File: config.mk
export PLATFORM = sky130hd
export DESIGN_NAME = tohost_console_monitor_flat
export DESIGN_NICKNAME = d
export VERILOG_FILES = /design/src/rtl/tohost_console_monitor_if.sv /design/src/rtl/tohost_console_monitor.sv /design/src/flat_wrapper.sv
export SDC_FILE = /design/constraint.sdc
export NUM_CORES = 1
export LEC_CHECK = 0
export ABC_AREA = 1
export BUFFER_PORTS_ARGS = -buffer_cell sky130_fd_sc_hd__buf_2
export CAP_MARGIN = 10
export CORE_MARGIN = 2
export CORE_UTILIZATION = 59
export DETAILED_ROUTE_END_ITERATION = 12
export HOLD_SLACK_MARGIN = 0.06
export PLACE_DENSITY = 0.82
export SLEW_MARGIN = 15
export SYNTH_ARGS = -nofsm -noshare
export SYNTH_HDL_FRONTEND = slang
export SYNTH_SLANG_ARGS = --single-unit
File: constraint.sdc
create_clock -name clk -period 4.9 [get_ports clk]
set_clock_uncertainty 0.2 [all_clocks]
set_input_delay 0.98 -clock clk [delete_from_list [all_inputs] [get_ports clk]]
set_output_delay 0.98 -clock clk [all_outputs]
set_load 0.01 [all_outputs]
File: src/rtl/tohost_console_monitor_if.sv
// Data-memory store/load port and console byte stream of the tohost/console monitor.
// master = CPU MEM stage plus console consumer; slave = monitor device.
interface tohost_console_monitor_if;
    logic        dmem_we;
    logic        dmem_re;
    logic [31:0] dmem_addr;
    logic [31:0] dmem_wdata;
    logic [3:0]  dmem_wstrb;
    logic [31:0] dmem_rdata;
    logic        hit;
    logic        tx_valid;
    logic [7:0]  tx_data;
    logic        tx_ready;

    modport master (
        output dmem_we, dmem_re, dmem_addr, dmem_wdata, dmem_wstrb, tx_ready,
        input  dmem_rdata, hit, tx_valid, tx_data
    );

    modport slave (
        input  dmem_we, dmem_re, dmem_addr, dmem_wdata, dmem_wstrb, tx_ready,
        output dmem_rdata, hit, tx_valid, tx_data
    );
endinterface

File: src/rtl/tohost_console_monitor.sv
// riscv-tests tohost decoder, console byte FIFO, cycle counter and status register.
// Optional watchdog enabled by defining TOHOST_WATCHDOG_EN.
module tohost_console_monitor #(
    parameter logic [31:0] BASE_ADDR      = 32'h8000_1000,
    parameter int unsigned FIFO_DEPTH     = 8,
    parameter int unsigned TIMEOUT_CYCLES = 100000
) (
    input  logic                     clk,
    input  logic                     reset,
    tohost_console_monitor_if.slave  bus,
    output logic                     halt,
    output logic                     pass,
    output logic [30:0]              fail_code,
    output logic                     timeout
);

    localparam int unsigned AW = $clog2(FIFO_DEPTH);
    localparam int unsigned PW = AW + 1;

    typedef enum logic [1:0] {
        ST_RUN     = 2'd0,
        ST_HALTED  = 2'd1,
        ST_TIMEOUT = 2'd2
    } state_t;

    state_t      state_q, state_d;
    logic        halt_d, pass_d, timeout_d;
    logic [30:0] fail_code_d;

    logic [31:0] cycle_q;
    logic        overflow_q;
    logic [31:0] rdata_q;
    logic [7:0]  mem [FIFO_DEPTH];
    logic [PW-1:0] wr_ptr_q, rd_ptr_q;

    logic        in_run;
    logic        tohost_wr;
    logic        console_wr;
    logic        wd_fire;
    logic        full, empty, pop, push;
    logic [31:0] status;
    logic [31:0] rd_mux;

    assign bus.hit = (bus.dmem_addr[31:4] == BASE_ADDR[31:4]);
    assign in_run  = (state_q == ST_RUN);

    assign tohost_wr  = in_run & bus.dmem_we & bus.hit & (bus.dmem_addr[3:0] == 4'h0)
                      & (bus.dmem_wstrb == 4'hF) & bus.dmem_wdata[0];
    assign console_wr = in_run & bus.dmem_we & bus.hit & (bus.dmem_addr[3:0] == 4'h4)
                      & bus.dmem_wstrb[0];

`ifdef TOHOST_WATCHDOG_EN
    assign wd_fire = in_run & (cycle_q == 32'(TIMEOUT_CYCLES - 1));
`else
    assign wd_fire = 1'b0;
`endif

    // Full when the pointers differ only in their wrap bit
    assign empty = (wr_ptr_q == rd_ptr_q);
    assign full  = (wr_ptr_q[PW-1] != rd_ptr_q[PW-1])
                 & (wr_ptr_q[AW-1:0] == rd_ptr_q[AW-1:0]);
    assign pop   = !empty & bus.tx_ready;
    assign push  = console_wr & (!full | pop);

    assign bus.tx_valid   = !empty;
    assign bus.tx_data    = mem[rd_ptr_q[AW-1:0]];
    assign bus.dmem_rdata = rdata_q;

    assign status = {28'd0, overflow_q, full, empty, halt};

    always_comb begin
        rd_mux = 32'd0;
        case (bus.dmem_addr[3:0])
            4'h8:    rd_mux = status;
            4'hC:    rd_mux = cycle_q;
            default: rd_mux = 32'd0;
        endcase
    end

    // Next-state and result decode; a tohost write outranks the watchdog
    always_comb begin
        state_d     = state_q;
        halt_d      = halt;
        pass_d      = pass;
        fail_code_d = fail_code;
        timeout_d   = timeout;
        case (state_q)
            ST_RUN: begin
                if (tohost_wr) begin
                    state_d     = ST_HALTED;
                    halt_d      = 1'b1;
                    fail_code_d = bus.dmem_wdata[31:1];
                    pass_d      = (bus.dmem_wdata[31:1] == 31'd0);
                    timeout_d   = 1'b0;
                end else if (wd_fire) begin
                    state_d     = ST_TIMEOUT;
                    halt_d      = 1'b1;
                    pass_d      = 1'b0;
                    fail_code_d = 31'h7FFF_FFFF;
                    timeout_d   = 1'b1;
                end
            end
            default: state_d = state_q;
        endcase
    end

    always_ff @(posedge clk) begin
        if (reset) begin
            state_q   <= ST_RUN;
            halt      <= 1'b0;
            pass      <= 1'b0;
            fail_code <= 31'd0;
            timeout   <= 1'b0;
        end else begin
            state_q   <= state_d;
            halt      <= halt_d;
            pass      <= pass_d;
            fail_code <= fail_code_d;
            timeout   <= timeout_d;
        end
    end

    always_ff @(posedge clk) begin
        if (reset) begin
            cycle_q    <= 32'd0;
            overflow_q <= 1'b0;
            rdata_q    <= 32'd0;
            wr_ptr_q   <= '0;
            rd_ptr_q   <= '0;
        end else begin
            if (in_run) cycle_q <= cycle_q + 32'd1;
            if (console_wr && !push) overflow_q <= 1'b1;
            if (bus.dmem_re) rdata_q <= bus.hit ? rd_mux : 32'd0;
            if (push) wr_ptr_q <= wr_ptr_q + PW'(1);
            if (pop)  rd_ptr_q <= rd_ptr_q + PW'(1);
        end
    end

    // Storage carries no reset; validity is tracked by the pointers
    always_ff @(posedge clk) begin
        if (push) mem[wr_ptr_q[AW-1:0]] <= bus.dmem_wdata[7:0];
    end

endmodule
File: src/flat_wrapper.sv
// flat-port wrapper written by rule: the top's interface ports become plain ports
module tohost_console_monitor_flat 
#(
    parameter logic [31:0] BASE_ADDR      = 32'h8000_1000,
    parameter int unsigned FIFO_DEPTH     = 8,
    parameter int unsigned TIMEOUT_CYCLES = 100000
)
  (clk, reset, halt, pass, fail_code, timeout, bus_dmem_we, bus_dmem_re, bus_dmem_addr, bus_dmem_wdata, bus_dmem_wstrb, bus_tx_ready, bus_dmem_rdata, bus_hit, bus_tx_valid, bus_tx_data);
  tohost_console_monitor_if bus_i ();
  input  logic clk;
  input  logic reset;
  output logic halt;
  output logic pass;
  output logic [30:0] fail_code;
  output logic timeout;
  input wire logic [$bits(bus_i.dmem_we)-1:0] bus_dmem_we;
  input wire logic [$bits(bus_i.dmem_re)-1:0] bus_dmem_re;
  input wire logic [$bits(bus_i.dmem_addr)-1:0] bus_dmem_addr;
  input wire logic [$bits(bus_i.dmem_wdata)-1:0] bus_dmem_wdata;
  input wire logic [$bits(bus_i.dmem_wstrb)-1:0] bus_dmem_wstrb;
  input wire logic [$bits(bus_i.tx_ready)-1:0] bus_tx_ready;
  output wire logic [$bits(bus_i.dmem_rdata)-1:0] bus_dmem_rdata;
  output wire logic [$bits(bus_i.hit)-1:0] bus_hit;
  output wire logic [$bits(bus_i.tx_valid)-1:0] bus_tx_valid;
  output wire logic [$bits(bus_i.tx_data)-1:0] bus_tx_data;
  assign bus_i.dmem_we = bus_dmem_we;
  assign bus_i.dmem_re = bus_dmem_re;
  assign bus_i.dmem_addr = bus_dmem_addr;
  assign bus_i.dmem_wdata = bus_dmem_wdata;
  assign bus_i.dmem_wstrb = bus_dmem_wstrb;
  assign bus_i.tx_ready = bus_tx_ready;
  assign bus_dmem_rdata = bus_i.dmem_rdata;
  assign bus_hit = bus_i.hit;
  assign bus_tx_valid = bus_i.tx_valid;
  assign bus_tx_data = bus_i.tx_data;
  tohost_console_monitor #(.BASE_ADDR(BASE_ADDR), .FIFO_DEPTH(FIFO_DEPTH), .TIMEOUT_CYCLES(TIMEOUT_CYCLES)) u_core (.clk(clk), .reset(reset), .bus(bus_i), .halt(halt), .pass(pass), .fail_code(fail_code), .timeout(timeout));
endmodule
==> run metrics <==
hold slack=about 0.24 ns; ratio of final minimum period to clock period=74.7%; Placer Congestion=roughly 0.86; setup tns final=0 ns; CP arrival=2.48 ns; cell total after placement=around 1,200; ant diodes=0; synth unique cells=38; I/O Pins=149; # hold bufs at CTS=0; cell area after synthesis=7460 um^2; Top Layer Used=met4; IO Port Bufs=between 100 and 150; Lkg Pwr=0.00348 uW; cell taking the most area after synthesis=dfxtp_1; Fmax=273 MHz; Syn Inst Count=~900; placed cell area=a little over 8000 um^2; Largest delay share family, worst path=buffers and inverters; crit path capture type=output pin; num rows=a little over 40; Buf/Inv on CP=3; Layout Utilization=71.7%; worst-margin pin slew=roughly 1.1 ns; Total Routing Usage GR=about a quarter; total CTS buffers=17; area share of the largest cell type after synthesis=between 20 and 30%; Final HPWL DP=12.1 mm; 1st-iter DRT viols=approximately 490; Hold WC Path Type=reg -> reg; first-pass iteration count of the detailed router=5; vias per cell=between 5 and 6; Min Clock Period, post-route=between 3 and 4 ns; Setup CP Type=reg -> out; met1 WL=7.11 mm; synth warn=0; most frequent cells in the layout=162 x nand2_1, 147 x buf_2, 146 x nor2_1, 109 x dfxtp_1, 98 x inv_1; Met2 Wirelength=8.92 mm; sequential share of the synthesized area=a little over half; nets=1,116; CTS tree=done; final non-filler cell total=between 1,000 and 1,500; RSZ-0062 raised after global routing=no; via count=approximately 6,400; gr ovfl total=0; cts repair resizes=0; pin count of the biggest net entering global routing=66; met3 WL post-DR=about 810 um; Avg Cell Area, Syn=slightly above 8 um^2; Finished Cell Area=8940 um^2; WL final=about 17 mm; max_cap viols=0; Slowest Stage Delay on Critical Path=0.63 ns; Area Overhead vs Synth=19.7%; Cell Chain, Critical Path=buf_4 -> inv_1 -> o21ai_0 -> o22ai_1 -> nor2_1 -> a31oi_1 -> buf_2; commonest non-fill, non-tap cell in the layout=nand2_1; slowest cell on the critical path=inv_1; H-tree depth=4; Bufs on Longest Clock Path=2; CP required=between 3 and 4 ns; first-pass GRT wire length=between 20 and 30 mm; layout cell share with drive strength beyond 1=19.6%; DRC=0; Synthesized Nets=980; Clk Latency, worst-skew pair=between 0.4 and 0.5 ns; crit-path max FO=33; clk slew on worst S/H paths=0.07 ns; startpoint types=flop; clock sinks=between 150 and 200; antenna-violating nets left=0; Die W=about 120 um; CTS Root Cell=clkbuf_16; register bit total from synthesis=roughly 170; pwr dens=347 nW/um^2; Die H=approximately 120 um; wire per inst=roughly 14 um; vias in the first global route=a little under 6,000; Worst slew margin=about 25%; status=finished clean; Final Hold Viols=0; Slew Limit Fails=0; die area=between 10,000 and 15,000 um^2; initial antenna violation count=0; worst vdd ir=between 0.2 and 0.25 mV; postcts setup bufs=0; initial core utilization=approximately 60%; core area=12,500 um^2; Synth area leaders=dfxtp_1 29%, edfxtp_1 26%, nand2_1 8.1%, nor2_1 7.3%, a21oi_1 5.6%; final setup fails=0
-- synth_stat cells --
cell / count
edfxtp_1: 64
nand3_1: 21
o21a_1: 2
buf_4: 2
nor2_1: 146
o21ai_1: 1
clkbuf_2: 1
and3_1: 1
a21oi_1: 83
buf_2: 4
nor4_1: 7
dfxtp_1: 109
and2_0: 2
a31oi_1: 9
clkbuf_1: 27
nand4_1: 11
nand2_1: 162
nand2_2: 2
nor2_2: 1
nor3b_1: 1
nor2_4: 3
buf_6: 2
nand3b_1: 4
xor2_1: 9
or2_2: 2
nand3_2: 1
nor2_8: 1
nor3_2: 2
nand2_4: 1
nand4_2: 1
nor3_1: 20
o21ai_0: 81
inv_1: 98
o22ai_1: 10
ha_1: 3
xnor2_1: 4
a21oi_2: 5
conb_1: 1
-- metrics by stage --
stage	setup WS (ns)	total power, uW
after floorplan	1.83	1630
after global placement	1.28	1710
after detailed placement	1.22	1720
after CTS	1.24	3120
after global routing	1.03	3200
final	1.24	3100
-- kinds of logic (layout without fill, tap and decap cells) --
family / after synthesis / after routing / share of synthesized area, %
AOI/OAI and AO/OA: 191 / 191 / 13.4
DFF: 173 / 173 / 55.0
and+or+nand+nor: 389 / 389 / 22.4
xor gates and xnor gates: 13 / 13 / 1.53
other: 1 / 1 / 0.0502
adders and majority gates: 3 / 3 / 0.503
buffers and inverters: 134 / 283 / 7.12
-- final cells by class --
cell class                 instances  area, um^2
sequential                       173        4100
fill                             979        3530
multi-input combinational        597        2840
timing repair buffer             153         781
clock buffer                      18         450
inverter                          98         368
tap                              172         215
clock inverter                    14         181
-- where the power goes --
part / internal [uW] / switching [uW] / leakage [uW] / total (uW)
sequential: 1490 / 8.83 / 0.00145 / 1500
clock: 841 / 574 / 0.000295 / 1420
combinational: 64.7 / 120 / 0.00173 / 184
-- worst reg2reg max path: stages, from the launching register on --
cell and delay (ns):
dfxtp_1 0.40, inv_1 0.39, nand2_1 0.09, inv_1 0.12, nand3_2 0.11, nor2_4 0.20, nand2_2 0.12, nor3_1 0.84
-- metal layers --
layer	vias to the layer above	GRT usage [%]
li1	3260	-
met1	2945	32.1
met2	177	45.3
met3	41	5.14
met4	0	12.2
met5	-	0
-- final timing paths --
check,start,end,slack (ns),depth (start not counted)
hold / removal,u_core.fail_code[30],u_core.fail_code[30],0.24,2
setup reg to reg,u_core.halt,u_core.mem[6][7],2.05,7
setup / recovery,flop,bus_tx_data[2],1.24,7
hold reg to reg,u_core.fail_code[30],u_core.fail_code[30],0.24,2
-- state kept, by name, indices dropped and copies added (netlist names), named ones only --
signal,count
u_core.fail_code,31
u_core.wr_ptr_q,4
u_core.bus.dmem_rdata,32
u_core.pass,1
u_core.halt,1
u_core.rd_ptr_q,4
u_core.cycle_q,32
u_core.mem,64
u_core.overflow_q,1
Power figures use the tool's default switching activity.
